## config.mk

```make
export PLATFORM = sky130hd
export DESIGN_NAME = tl45_regread_flat
export DESIGN_NICKNAME = d
export VERILOG_FILES = /design/src/rtl/tl45_regread_if.sv /design/src/rtl/tl45_regread.sv /design/src/flat_wrapper.sv
export SDC_FILE = /design/constraint.sdc
export NUM_CORES = 1
export LEC_CHECK = 0
export CAP_MARGIN = 20
export CORE_ASPECT_RATIO = 0.8
export CORE_MARGIN = 2
export CORE_UTILIZATION = 30
export DETAILED_ROUTE_END_ITERATION = 6
export PLACE_DENSITY = 0.45
export SKIP_CTS_REPAIR_TIMING = 1
export SLEW_MARGIN = 20
export SYNTH_ARGS = -nofsm -noshare
export SYNTH_HDL_FRONTEND = slang
export SYNTH_SLANG_ARGS = --single-unit
```

## constraint.sdc

```tcl
create_clock -name i_clk -period 1.85 [get_ports i_clk]
set_input_delay 0.37 -clock i_clk [delete_from_list [all_inputs] [get_ports i_clk]]
set_output_delay 0.37 -clock i_clk [all_outputs]
set_load 0.005 [all_outputs]
```

## src/rtl/tl45_regread_if.sv

```systemverilog
// Decode-to-ALU bundle for the TL45 register-read stage: instruction fields,
// forwarding/writeback ports, stall/flush handshake and the registered operand buffer.
interface tl45_regread_if;
  logic        i_pipe_stall;
  logic        o_pipe_stall;
  logic        i_pipe_flush;
  logic        o_pipe_flush;
  logic [4:0]  i_opcode;
  logic [3:0]  i_dr;
  logic [3:0]  i_sr1;
  logic [3:0]  i_sr2;
  logic        i_use_imm;
  logic [31:0] i_imm;
  logic [3:0]  i_jmp_cond;
  logic [31:0] i_pc;
  logic [3:0]  i_of1_reg;
  logic [31:0] i_of1_val;
  logic [3:0]  i_of2_reg;
  logic [31:0] i_of2_val;
  logic [3:0]  i_ld_pend_reg;
  logic [3:0]  i_wb_reg;
  logic [31:0] i_wb_val;
  logic [4:0]  o_opcode;
  logic [3:0]  o_dr;
  logic [3:0]  o_jmp_cond;
  logic [31:0] o_sr1_val;
  logic [31:0] o_sr2_val;
  logic [31:0] o_target_offset;
  logic [31:0] o_pc;

  modport master (
    output i_pipe_stall, i_pipe_flush, i_opcode, i_dr, i_sr1, i_sr2, i_use_imm,
           i_imm, i_jmp_cond, i_pc, i_of1_reg, i_of1_val, i_of2_reg, i_of2_val,
           i_ld_pend_reg, i_wb_reg, i_wb_val,
    input  o_pipe_stall, o_pipe_flush, o_opcode, o_dr, o_jmp_cond, o_sr1_val,
           o_sr2_val, o_target_offset, o_pc
  );

  modport slave (
    input  i_pipe_stall, i_pipe_flush, i_opcode, i_dr, i_sr1, i_sr2, i_use_imm,
           i_imm, i_jmp_cond, i_pc, i_of1_reg, i_of1_val, i_of2_reg, i_of2_val,
           i_ld_pend_reg, i_wb_reg, i_wb_val,
    output o_pipe_stall, o_pipe_flush, o_opcode, o_dr, o_jmp_cond, o_sr1_val,
           o_sr2_val, o_target_offset, o_pc
  );
endinterface

```

## src/rtl/tl45_regread.sv

```systemverilog
// TL45 register-read stage: register file, operand forwarding, load-use bubble
// insertion and the registered operand buffer feeding the ALU.
module tl45_regread (
  input logic           i_clk,
  input logic           i_reset_n,
  tl45_regread_if.slave bus
);

  typedef struct packed {
    logic [4:0]  opcode;
    logic [3:0]  dr;
    logic [3:0]  jmp_cond;
    logic [31:0] sr1_val;
    logic [31:0] sr2_val;
    logic [31:0] target_offset;
    logic [31:0] pc;
  } buf_t;

  logic [31:0] r_regs [16];
  buf_t        r_buf;
  buf_t        w_next;
  logic [31:0] w_sr1_val;
  logic [31:0] w_sr2_val;
  logic        w_hazard;

  // Youngest producer wins: ALU, then memory, then the same-cycle writeback.
  function automatic logic [31:0] f_resolve(
    input logic [3:0]  idx,
    input logic [31:0] rf_val,
    input logic [3:0]  of1_reg,
    input logic [31:0] of1_val,
    input logic [3:0]  of2_reg,
    input logic [31:0] of2_val,
    input logic [3:0]  wb_reg,
    input logic [31:0] wb_val
  );
    logic [31:0] v;
    if (idx == 4'd0) begin
      v = 32'd0;
    end else if (idx == of1_reg) begin
      v = of1_val;
    end else if (idx == of2_reg) begin
      v = of2_val;
    end else if (idx == wb_reg) begin
      v = wb_val;
    end else begin
      v = rf_val;
    end
    return v;
  endfunction

  // Register file; entry 0 is never written so it stays at its reset value of 0.
  always_ff @(posedge i_clk or negedge i_reset_n) begin
    if (!i_reset_n) begin
      for (int i = 0; i < 16; i++) begin
        r_regs[i] <= 32'd0;
      end
    end else if (bus.i_wb_reg != 4'd0) begin
      r_regs[bus.i_wb_reg] <= bus.i_wb_val;
    end
  end

  // Operand resolution and load-use hazard detection.
  always_comb begin
    w_sr1_val = f_resolve(bus.i_sr1, r_regs[bus.i_sr1], bus.i_of1_reg, bus.i_of1_val,
                          bus.i_of2_reg, bus.i_of2_val, bus.i_wb_reg, bus.i_wb_val);
    w_sr2_val = 32'd0;
    w_hazard  = 1'b0;
    if (bus.i_use_imm) begin
      w_sr2_val = bus.i_imm;
    end else begin
      w_sr2_val = f_resolve(bus.i_sr2, r_regs[bus.i_sr2], bus.i_of1_reg, bus.i_of1_val,
                            bus.i_of2_reg, bus.i_of2_val, bus.i_wb_reg, bus.i_wb_val);
    end
    if (bus.i_ld_pend_reg == 4'd0) begin
      w_hazard = 1'b0;
    end else if (bus.i_ld_pend_reg == bus.i_sr1) begin
      w_hazard = 1'b1;
    end else if (!bus.i_use_imm && (bus.i_ld_pend_reg == bus.i_sr2)) begin
      w_hazard = 1'b1;
    end else begin
      w_hazard = 1'b0;
    end
    w_next.opcode        = bus.i_opcode;
    w_next.dr            = bus.i_dr;
    w_next.jmp_cond      = bus.i_jmp_cond;
    w_next.sr1_val       = w_sr1_val;
    w_next.sr2_val       = w_sr2_val;
    w_next.target_offset = bus.i_imm;
    w_next.pc            = bus.i_pc;
  end

  // Operand buffer: flush clears, stall holds, a hazard loads an all-zero NOP.
  always_ff @(posedge i_clk or negedge i_reset_n) begin
    if (!i_reset_n) begin
      r_buf <= '0;
    end else if (bus.i_pipe_flush) begin
      r_buf <= '0;
    end else if (!bus.i_pipe_stall) begin
      if (w_hazard) begin
        r_buf <= '0;
      end else begin
        r_buf <= w_next;
      end
    end
  end

  assign bus.o_pipe_stall    = bus.i_pipe_stall | (w_hazard & ~bus.i_pipe_flush);
  assign bus.o_pipe_flush    = bus.i_pipe_flush;
  assign bus.o_opcode        = r_buf.opcode;
  assign bus.o_dr            = r_buf.dr;
  assign bus.o_jmp_cond      = r_buf.jmp_cond;
  assign bus.o_sr1_val       = r_buf.sr1_val;
  assign bus.o_sr2_val       = r_buf.sr2_val;
  assign bus.o_target_offset = r_buf.target_offset;
  assign bus.o_pc            = r_buf.pc;

endmodule

```

## src/flat_wrapper.sv

```systemverilog
// flat-port wrapper written by rule: the top's interface ports become plain ports
module tl45_regread_flat 
  (i_clk, i_reset_n, bus_i_pipe_stall, bus_i_pipe_flush, bus_i_opcode, bus_i_dr, bus_i_sr1, bus_i_sr2, bus_i_use_imm, bus_i_imm, bus_i_jmp_cond, bus_i_pc, bus_i_of1_reg, bus_i_of1_val, bus_i_of2_reg, bus_i_of2_val, bus_i_ld_pend_reg, bus_i_wb_reg, bus_i_wb_val, bus_o_pipe_stall, bus_o_pipe_flush, bus_o_opcode, bus_o_dr, bus_o_jmp_cond, bus_o_sr1_val, bus_o_sr2_val, bus_o_target_offset, bus_o_pc);
  tl45_regread_if bus_i ();
  input logic i_clk;
  input logic i_reset_n;
  input wire logic [$bits(bus_i.i_pipe_stall)-1:0] bus_i_pipe_stall;
  input wire logic [$bits(bus_i.i_pipe_flush)-1:0] bus_i_pipe_flush;
  input wire logic [$bits(bus_i.i_opcode)-1:0] bus_i_opcode;
  input wire logic [$bits(bus_i.i_dr)-1:0] bus_i_dr;
  input wire logic [$bits(bus_i.i_sr1)-1:0] bus_i_sr1;
  input wire logic [$bits(bus_i.i_sr2)-1:0] bus_i_sr2;
  input wire logic [$bits(bus_i.i_use_imm)-1:0] bus_i_use_imm;
  input wire logic [$bits(bus_i.i_imm)-1:0] bus_i_imm;
  input wire logic [$bits(bus_i.i_jmp_cond)-1:0] bus_i_jmp_cond;
  input wire logic [$bits(bus_i.i_pc)-1:0] bus_i_pc;
  input wire logic [$bits(bus_i.i_of1_reg)-1:0] bus_i_of1_reg;
  input wire logic [$bits(bus_i.i_of1_val)-1:0] bus_i_of1_val;
  input wire logic [$bits(bus_i.i_of2_reg)-1:0] bus_i_of2_reg;
  input wire logic [$bits(bus_i.i_of2_val)-1:0] bus_i_of2_val;
  input wire logic [$bits(bus_i.i_ld_pend_reg)-1:0] bus_i_ld_pend_reg;
  input wire logic [$bits(bus_i.i_wb_reg)-1:0] bus_i_wb_reg;
  input wire logic [$bits(bus_i.i_wb_val)-1:0] bus_i_wb_val;
  output wire logic [$bits(bus_i.o_pipe_stall)-1:0] bus_o_pipe_stall;
  output wire logic [$bits(bus_i.o_pipe_flush)-1:0] bus_o_pipe_flush;
  output wire logic [$bits(bus_i.o_opcode)-1:0] bus_o_opcode;
  output wire logic [$bits(bus_i.o_dr)-1:0] bus_o_dr;
  output wire logic [$bits(bus_i.o_jmp_cond)-1:0] bus_o_jmp_cond;
  output wire logic [$bits(bus_i.o_sr1_val)-1:0] bus_o_sr1_val;
  output wire logic [$bits(bus_i.o_sr2_val)-1:0] bus_o_sr2_val;
  output wire logic [$bits(bus_i.o_target_offset)-1:0] bus_o_target_offset;
  output wire logic [$bits(bus_i.o_pc)-1:0] bus_o_pc;
  assign bus_i.i_pipe_stall = bus_i_pipe_stall;
  assign bus_i.i_pipe_flush = bus_i_pipe_flush;
  assign bus_i.i_opcode = bus_i_opcode;
  assign bus_i.i_dr = bus_i_dr;
  assign bus_i.i_sr1 = bus_i_sr1;
  assign bus_i.i_sr2 = bus_i_sr2;
  assign bus_i.i_use_imm = bus_i_use_imm;
  assign bus_i.i_imm = bus_i_imm;
  assign bus_i.i_jmp_cond = bus_i_jmp_cond;
  assign bus_i.i_pc = bus_i_pc;
  assign bus_i.i_of1_reg = bus_i_of1_reg;
  assign bus_i.i_of1_val = bus_i_of1_val;
  assign bus_i.i_of2_reg = bus_i_of2_reg;
  assign bus_i.i_of2_val = bus_i_of2_val;
  assign bus_i.i_ld_pend_reg = bus_i_ld_pend_reg;
  assign bus_i.i_wb_reg = bus_i_wb_reg;
  assign bus_i.i_wb_val = bus_i_wb_val;
  assign bus_o_pipe_stall = bus_i.o_pipe_stall;
  assign bus_o_pipe_flush = bus_i.o_pipe_flush;
  assign bus_o_opcode = bus_i.o_opcode;
  assign bus_o_dr = bus_i.o_dr;
  assign bus_o_jmp_cond = bus_i.o_jmp_cond;
  assign bus_o_sr1_val = bus_i.o_sr1_val;
  assign bus_o_sr2_val = bus_i.o_sr2_val;
  assign bus_o_target_offset = bus_i.o_target_offset;
  assign bus_o_pc = bus_i.o_pc;
  tl45_regread u_core (.i_clk(i_clk), .i_reset_n(i_reset_n), .bus(bus_i));
endmodule
```

## Yosys cells after proc, flatten, opt, wreduce, memory -nomap -nowiden

Index checks and enable logic that the tools add are counted.

| storage, ports and cells | value |
|---|---|
| word-level logic and storage cells | 73 |
| bits of input ports | 202 |
| register bits | 653 |
| output and inout port bits | 143 |

| operators by class | value |
|---|---|
| mux-type cells | 24 |
| bitwise operators | 6 |
| magnitude comparators | 4 |
| equal/unequal tests | 9 |
| reductions and logical operators | 7 |

Operators by type and width:

| kind | number |
|---|---|
| $bwmux W512 | 1 |
| $mux W32 | 14 |
| $mux W141 | 3 |
| $bmux W32 S4 | 2 |
| $demux W32 S4 | 1 |
| $eq A4 B4 Y1 | 8 |
| $ge A5 B5 Y1 const B | 3 |
| $not A4 Y5 | 3 |
| $logic_not A4 Y1 | 3 |
| $lt A5 B1 Y1 const B | 1 |
| $reduce_bool A4 Y1 | 1 |
| $mux W1 | 3 |
| $logic_and A1 B1 Y1 | 2 |
| $ne A2 B1 Y1 const B | 1 |
| $and A1 B1 Y1 | 1 |
| $logic_not A1 Y1 | 1 |
| $not A1 Y1 | 1 |
| $or A1 B1 Y1 | 1 |

## Logic depth before layout (Yosys ltp)

Gate-level depths: netlist of run 1.

| depth | value |
|---|---|
| depth after elaboration | 12 |
| mapped depth | 9 |
| depth with buffers taken out | 5 |

## Least setup slack after synthesis of run 1

No wires, ideal clock.

| path | value |
|---|---|
| path kind | input -> register |
| start point | in bus_i_sr2[0] |
| end point | reg u_core.r_buf, in the netlist u_core.bus.o_sr2_val[1] |
| path slack | -0.303 ns |
| setup time | 0.135 ns |
| required time | 1.715 ns |
| cell stages on the path | 6 |
| path buffers | 2 |
| arrival | 2.018 ns |
| cell sequence | buf_6 -> buf_2 -> mux4_2 -> a221o_1 -> a2111oi_0 -> o31ai_1 |

| between the ends | value |
|---|---|
| word-level cells in the longest chain between the ends | 12 |
| elaborated cells on any way between the ends | 21 |
| those cells by class | 4 x eq/ne; 14 x mux; 1 x bitwise; 2 x reduce/logical |

RTL lines:

| what | line | RTL |
|---|---|---|
| from (decl) | flat_wrapper.sv:12 | `input wire logic [$bits(bus_i.i_sr2)-1:0] bus_i_sr2;` |
| $not A4 Y5 (implied by the code) | tl45_regread.sv:72 | `w_sr2_val = f_resolve(bus.i_sr2, r_regs[bus.i_sr2], bus.i_of1_reg, bus.i_of1_val,` |
| $bmux W32 S4 | tl45_regread.sv:72 |  |
| $mux W32 (implied by the code) (2 in a row) | tl45_regread.sv:72 |  |
| $mux W32 | tl45_regread.sv:44 | `end else if (idx == wb_reg) begin` |
| $mux W32 | tl45_regread.sv:42 | `end else if (idx == of2_reg) begin` |
| $mux W32 | tl45_regread.sv:40 | `end else if (idx == of1_reg) begin` |
| $mux W32 | tl45_regread.sv:38 | `if (idx == 4'd0) begin` |
| $mux W32 | tl45_regread.sv:69 | `if (bus.i_use_imm) begin` |
| $mux W141 (*) | tl45_regread.sv:100 | `if (w_hazard) begin` |
| $mux W141 (*) | tl45_regread.sv:99 | `end else if (!bus.i_pipe_stall) begin` |
| $mux W141 (*) | tl45_regread.sv:97 | `end else if (bus.i_pipe_flush) begin` |
| to (signal assigned) | tl45_regread.sv:103 | `r_buf <= w_next;` |
| to (decl) | tl45_regread.sv:20 | `buf_t r_buf;` |

Every way passes the cells marked *; elsewhere a longest branch is shown, timed or not. The select of a mux whose other input is x is not followed.
A chain may end at the register's enable or synchronous reset.

## Worst setup path in the final report of run 1

| path | value |
|---|---|
| start point | in bus_i_ld_pend_reg[1] |
| end point | out bus_o_pipe_stall |

| between the ends | value |
|---|---|
| word-level cells in the longest chain between the ends | 7 |
| elaborated cells on any way between the ends | 9 |
| those cells by class | 2 x eq/ne; 3 x mux; 2 x bitwise; 2 x reduce/logical |

RTL lines:

| what | line | RTL |
|---|---|---|
| from (decl) | flat_wrapper.sv:21 | `input wire logic [$bits(bus_i.i_ld_pend_reg)-1:0] bus_i_ld_pend_reg;` |
| $eq A4 B4 Y1 | tl45_regread.sv:79 | `end else if (!bus.i_use_imm && (bus.i_ld_pend_reg == bus.i_sr2)) begin` |
| $logic_and A1 B1 Y1 | tl45_regread.sv:79 |  |
| $mux W1 | tl45_regread.sv:79 |  |
| $mux W1 | tl45_regread.sv:77 | `end else if (bus.i_ld_pend_reg == bus.i_sr1) begin` |
| $mux W1 (*) | tl45_regread.sv:75 | `if (bus.i_ld_pend_reg == 4'd0) begin` |
| $and A1 B1 Y1 (*) | tl45_regread.sv:108 | `assign bus.o_pipe_stall = bus.i_pipe_stall \| (w_hazard & ~bus.i_pipe_flush);` |
| $or A1 B1 Y1 (*) | tl45_regread.sv:108 |  |
| to (decl) | flat_wrapper.sv:24 | `output wire logic [$bits(bus_i.o_pipe_stall)-1:0] bus_o_pipe_stall;` |

Every way passes the cells marked *; elsewhere a longest branch is shown, timed or not.

==> results.json, run 1 <==
{
  "grt_max_degree": 67,
  "initial_utilization_pct": 30.1,
  "overflow": 0,
  "peakVddDrop_uv": 536,
  "seq_area_frac_synth_pct": 46.9,
  "cap_viol_max_count": 0,
  "cts_buffers": 74,
  "finalHoldViolations": 0,
  "grt_pass1_vias": 26700,
  "die_w_um": 376,
  "syn-cell-area_sq_um": 33200,
  "gp_congestion": 0.859,
  "fillCellCount": 10100,
  "endpoint": "bus_o_pipe_stall",
  "cp-end-kind": "primary output",
  "critPathLaunch": "bus_i_ld_pend_reg[1]",
  "place_worst_setup_slack_ns": -1.16,
  "path_cells": "dlymetal6s2s_1 > nor4_4 > buf_4 > inv_1 > a22oi_2 > o21bai_1 > buf_2",
  "critPathRequiredTime_ns": 1.48,
  "mostFrequentLayoutCell": "dfrtp_1",
  "grt_setup_unrepaired": "yes",
  "yosys-top-cells-area": "dfrtp_1 (47%), mux2_2 (19%), mux4_2 (13%)",
  "yosysWarnings": 0,
  "r2r-end": "u_core.bus.o_sr2_val[2]",
  "cts_max_level": 3,
  "routedWlPerCell_um": 29.4,
  "ys.flop_type": "dfrtp_1",
  "firstDrtPassIters": 5,
  "syn_inst": 2486,
  "cts_tree": "done",
  "layout.nets": 3258,
  "finalClockSkew_ns": 0.0231,
  "post-route-min-period_ns": 1.99,
  "reg2regPathDepth": 4,
  "r2r_start": "u_core.r_regs[258]",
  "path_clk_slew_ns": 0.06,
  "status": "complete, but fails checks",
  "cts_sinks": 621,
  "slew_violations": 0,
  "clkLatencyLatePin_ns": 0.66,
  "first_iter_violations": 1969,
  "p_total_mw": 44.6,
  "cts-root-buf": "clkbuf_16",
  "antenna_found_initial": 8,
  "path_class": "in -> out",
  "layout_common_cells": "dfrtp_1 (616), mux2_2 (545), buf_4 (276)",
  "arrival_ns": 1.62,
  "io_buffers": 344,
  "ys_seq_elements": 621,
  "synthArstFlopShare_pct": 100,
  "setup_viol": 4,
  "failed_checks": "negative setup slack",
  "synth_nets": 2688,
  "avgSynthCellArea_sq_um": 13.3,
  "period_share_pct": 107,
  "hpwl_mm": 93.8,
  "tightestPinTransition_ns": 0.639,
  "grt_pass1_wl_mm": 193,
  "syn_to_final_growth_pct": 38.2,
  "core-area_sq_um": 110000,
  "drtAntennaViolNets": 0,
  "drt-vias-per-instance": 5.61,
  "finalWirelength_mm": 134,
  "start_kind": "input pin",
  "setup_ws_ns": -0.138,
  "leakage_nw": 21.2,
  "power_density_nw_per_um2": 973,
  "track_usage_pct": 23.1,
  "rows": 109,
  "rrSetupSlack_ns": -0.10,
  "dieArea_sq_um": 113000,
  "cpPeakStageDelay_ns": 0.34,
  "hold_path_class": "in -> async",
  "synth_enable_flop_cells": 0,
  "drive_above_1_share_pct": 44.8,
  "slew_headroom_pct": 57.0,
  "synth_top_area_share_pct": 46.9,
  "clockBufferDepth": 3,
  "cp_slowest_cell": "nor4_4",
  "worstPathMaxFanout": 3,
  "die_h_um": 301,
  "ios": 345,
  "route.detailed.drc": 0,
  "synth_top_area_cell": "dfrtp_1",
  "vias": 25600,
  "synth_cell_types": 46,
  "fmax_mhz": 503
}
[per-stage QoR]
stage | TNS (ns) | cell area (sq um) | util, % | std cells | hold slack, ns
final | -0.332 | 45800 | 41.6 | 4559 | 0.196
after global routing | -0.799 | 45800 | 41.6 | 4557 | 0.194
after CTS | -36.87 | 44500 | 40.4 | 4524 | -0.434
after detailed placement | -371.19 | 42000 | 38.2 | 4392 | 0.286
after global placement | -373.96 | 42000 | 38.2 | 4392 | 0.283
after floorplan | -4.21 | 33600 | - | 2486 | 0.0744
[registers in the layout, summed over array words and instances, names as in the netlist]
signal                      count
u_core.bus.o_opcode             5
u_core.bus.o_sr1_val           32
u_core.bus.o_jmp_cond           4
u_core.bus.o_sr2_val           32
u_core.r_regs                 480
u_core.bus.o_dr                 4
u_core.bus.o_pc                32
u_core.bus.o_target_offset     32
[report_power, final]
| group | internal, mW | switching [mW] | leakage [nW] |
|---|---|---|---|
| logic | 6.48 | 4.79 | 12.3 |
| registers | 16.2 | 1.91 | 7.65 |
| clock network | 9.06 | 6.21 | 1.25 |
[cells in the mapped netlist, drive strengths merged, types with 2 or more instances]
cell type and number:
nor3 15, xor2 24, a22o 82, o211ai 32, a21oi 32, a22oi 97, mux2 551, or4 2
dfrtp 621, nor4 6, mux2i 52, nand4 3, a211oi 3, nor2 31, nand2b 4, xnor2 8
mux4 191, inv 34, clkbuf 158, a2111oi 32, nor2b 39, a32oi 32, nand3b 32, or2 6
nand2 163, a221oi 39, buf 99, a221o 26, o21ai 33, o31ai 32
[layer usage]
layer / global-route usage [%] / vias to the layer above / wire (um)
li1: - / 10700 / -
met1: 33.5 / 13600 / 61900
met2: 34.8 / 1079 / 58900
met3: 5.51 / 179 / 10600
met4: 5.90 / 0 / 2830
met5: 0 / - / 0
[final cells by class]
class                   count  area [sq um]  area share, %
clock buffers             105          2180           4.76
multi-input cells        1574         17300           37.8
well taps                1443          1810           3.94
flip-flops and latches    621         15500           33.9
inverters                  34           128          0.278
diodes                      4          10.0         0.0218
repair buffers            751          8520           18.6
clock inverters            27           333          0.726
[how the worst min path moves through the flow]
stage          startpoint                  to  cells past startpoint
2_1_floorplan   i_reset_n  u_core.bus.o_dr[0]                      0
3_3_place_gp    i_reset_n  u_core.r_regs[130]                      1
3_5_place_dp    i_reset_n   u_core.r_regs[34]                      1
4_1_cts         i_reset_n  u_core.r_regs[357]                      1
5_1_grt         i_reset_n  u_core.r_regs[357]                      2
6_report        i_reset_n  u_core.r_regs[357]                      2
[critical path: cells and delay by family]
kind                   cells  cell delay, ns
buffers and inverters      4            0.56
AND/OR/NAND/NOR            1            0.34
AO/OA/AOI/OAI              2            0.35
[cell families (layout without fill, tap and decap cells)]
logic type             after synthesis  count (layout)  share of synthesized area [%]
AO/OA/AOI/OAI                      441             441                           10.8
AND/OR/NAND/NOR                    307             307                           4.56
multiplexers                       794             794                           33.2
XOR/XNOR                            32              32                          0.845
other                                0               4                              0
buffers and inverters              291             917                           3.72
flip-flops                         621             621                           46.9
No activity file was read; power rests on OpenSTA's default activity.
==> run 2, diff against run 1 <==
Settings changed: CAP_MARGIN 20 to unset.
==> results of run 2 <==
Same layout as run 1: the final DEF is identical, and so are final timing and power.
==> run 3, diff against run 2 <==
--- a/config.mk
+++ b/config.mk
@@ -8,3 +8,3 @@
 export CORE_ASPECT_RATIO = 0.8
-export CORE_MARGIN = 2
+export CORE_MARGIN = 3
 export CORE_UTILIZATION = 30
@@ -12,2 +12,3 @@
 export PLACE_DENSITY = 0.45
+export REMOVE_ABC_BUFFERS = 1
 export SKIP_CTS_REPAIR_TIMING = 1
==> constraint.sdc (replaced) <==
create_clock -name i_clk -period 1.85 [get_ports i_clk]
set_input_delay 0.4625 -clock i_clk [delete_from_list [all_inputs] [get_ports i_clk]]
set_output_delay 0.4625 -clock i_clk [all_outputs]
set_load 0.005 [all_outputs]
==> run 3 against run 2 <==
Net effect: the flow still finishes with violations (negative setup slack); worst hold slack gained 0.17 ns; critical path depth is the same; first-iteration DRC count shrank 8.3%; sequential power is essentially flat; global-route usage shrank 0.86 points; non-clock buffer count grew 39; die area grew 1.2%.
==> results.json, run 3 (synthesized netlist as in run 1, its figures left out) <==
{
  "status": "complete, but fails checks",
  "failed_checks": "negative setup slack",
  "fin_util_pct": 41.7,
  "switching_share_pct": 28.3,
  "regMostFlops": "u_core.r_regs",
  "cts_buffers": 74,
  "die_h_um": 303,
  "gp_congestion": 0.816,
  "finalWirelength_mm": 133,
  "routedWlPerCell_um": 29.1,
  "cts_sinks": 621,
  "setup_tns_ns": -0.236,
  "grt_setup_unrepaired": "yes",
  "r2r-end": "u_core.bus.o_sr2_val[16]",
  "rrSetupSlack_ns": 0.02,
  "fmax_mhz": 488,
  "firstDrtPassIters": 6,
  "syn_to_final_growth_pct": 37.2,
  "drive_above_1_share_pct": 44.6,
  "route.detailed.drc": 0,
  "hpwl_mm": 89.9,
  "grt_max_degree": 71,
  "finalClockSkew_ns": 0.0319,
  "cts_tree": "done",
  "mostFrequentLayoutCell": "dfrtp_1",
  "slew_violations": 0,
  "track_usage_pct": 22.3,
  "initial_utilization_pct": 30.4,
  "setup_viol": 4,
  "first_iter_violations": 1806,
  "p_total_mw": 43.9,
  "worstPathMaxFanout": 5,
  "dieArea_sq_um": 115000,
  "grt_pass1_vias": 27000,
  "peakVddDrop_uv": 566,
  "antenna_found_initial": 6,
  "start_kind": "input pin",
  "overflow": 0,
  "die_w_um": 378,
  "ios": 345,
  "core-area_sq_um": 109000,
  "path_class": "in -> out",
  "clockBufferDepth": 3,
  "slew_headroom_pct": 59.1,
  "post-route-min-period_ns": 2.05,
  "endpoint": "bus_o_pipe_stall",
  "critPathRequiredTime_ns": 1.39,
  "rows": 108,
  "critPathLaunch": "bus_i_sr1[0]",
  "reg2regPathDepth": 5,
  "vias": 25600,
  "leakage_nw": 21.1,
  "finalHoldViolations": 0,
  "clkLatencyLatePin_ns": 0.62,
  "pwr-share-seq_pct": 41.2,
  "comb_power_share_pct": 24.8,
  "drt-vias-per-instance": 5.59,
  "layout_common_cells": "dfrtp_1 (617), mux2_2 (545), buf_4 (323)",
  "setup_ws_ns": -0.199,
  "grt_pass1_wl_mm": 190,
  "tightestPinTransition_ns": 0.609,
  "clock_power_share_pct": 34.0,
  "cap_viol_max_count": 0,
  "cts_max_level": 3,
  "period_share_pct": 111,
  "p_int_mw": 31.5,
  "largest_reg_flops": 480,
  "power_switching_mw": 12.4,
  "hold_path_class": "in -> async",
  "cp-end-kind": "primary output",
  "cts-root-buf": "clkbuf_16",
  "io_buffers": 344,
  "power_density_nw_per_um2": 964,
  "layout.nets": 3297,
  "path_clk_slew_ns": 0.06,
  "arrival_ns": 1.59,
  "r2r_start": "u_core.r_regs[272]",
  "drtAntennaViolNets": 0
}
-- run 3: cell types whose count changed in the layout (fill, tap and decap cells not counted), sizes merged, moves of 3 or more --
cell / previous run / this run
clkbuf: 110 / 121
clkinv: 17 / 9
buf: 410 / 448
clkdlybuf4s50: 179 / 176
-- run 3: area by class of cell --
cell class / instances / area [sq um]
Fill cell: 10000 / 63500
Multi-Input combinational cell: 1574 / 17000
Sequential cell: 621 / 15500
Timing Repair Buffer: 790 / 8620
Clock buffer: 110 / 2150
Tap cell: 1430 / 1790
Clock inverter: 18 / 272
Inverter: 34 / 128
Antenna cell: 2 / 5.00
-- run 3: power by group through the flow --
stage | combinational [mW] | clock (mW) | sequential, mW
floorplan | 6.04 | 0 | 17.6
global placement | 10.3 | 0 | 18.0
detailed placement | 10.5 | 0 | 18.2
CTS | 10.5 | 15.3 | 18.0
global route | 11.7 | 15.8 | 18.4
finish | 10.9 | 14.9 | 18.1
-- run 3: critical path, cell delays in order --
cell and delay [ns]:
buf_12 0.13, xor2_2 0.15, nor4_2 0.31, buf_4 0.17, a22oi_2 0.07, o21bai_1 0.15, buf_2 0.13
-- run 3: metal layers --
layer	part of all wire, %	wire, um	track usage, %
met3	7.0	9330	4.14
met1	46	61100	32.2
met5	0	0	0
met4	2.0	2730	5.29
met2	45	59900	34.7
-- run 3: per-stage QoR --
step,instances,instance area (sq um),hold WS [ns],setup slack (ns)
after global placement,4400,41500,0.364,-1.11
after global routing,4578,45500,0.381,-0.311
final,4579,45500,0.363,-0.199
after floorplan,2229,32100,0.167,-8.63
after CTS,4528,43900,-0.309,-0.966
after detailed placement,4400,41500,0.365,-1.01
-- run 3: worst min-delay path by stage --
| stage | start | end | slack, ns | depth (start not counted) |
|---|---|---|---|---|
| after detailed placement | i_reset_n | u_core.r_regs[455] | 0.36 | 1 |
| after CTS | i_reset_n | u_core.r_regs[455] | -0.31 | 1 |
| after global routing | i_reset_n | u_core.r_regs[455] | 0.38 | 2 |
| final | i_reset_n | u_core.r_regs[455] | 0.36 | 2 |
| after floorplan | i_reset_n | u_core.bus.o_dr[0] | 0.17 | 0 |
| after global placement | i_reset_n | u_core.r_regs[423] | 0.36 | 1 |
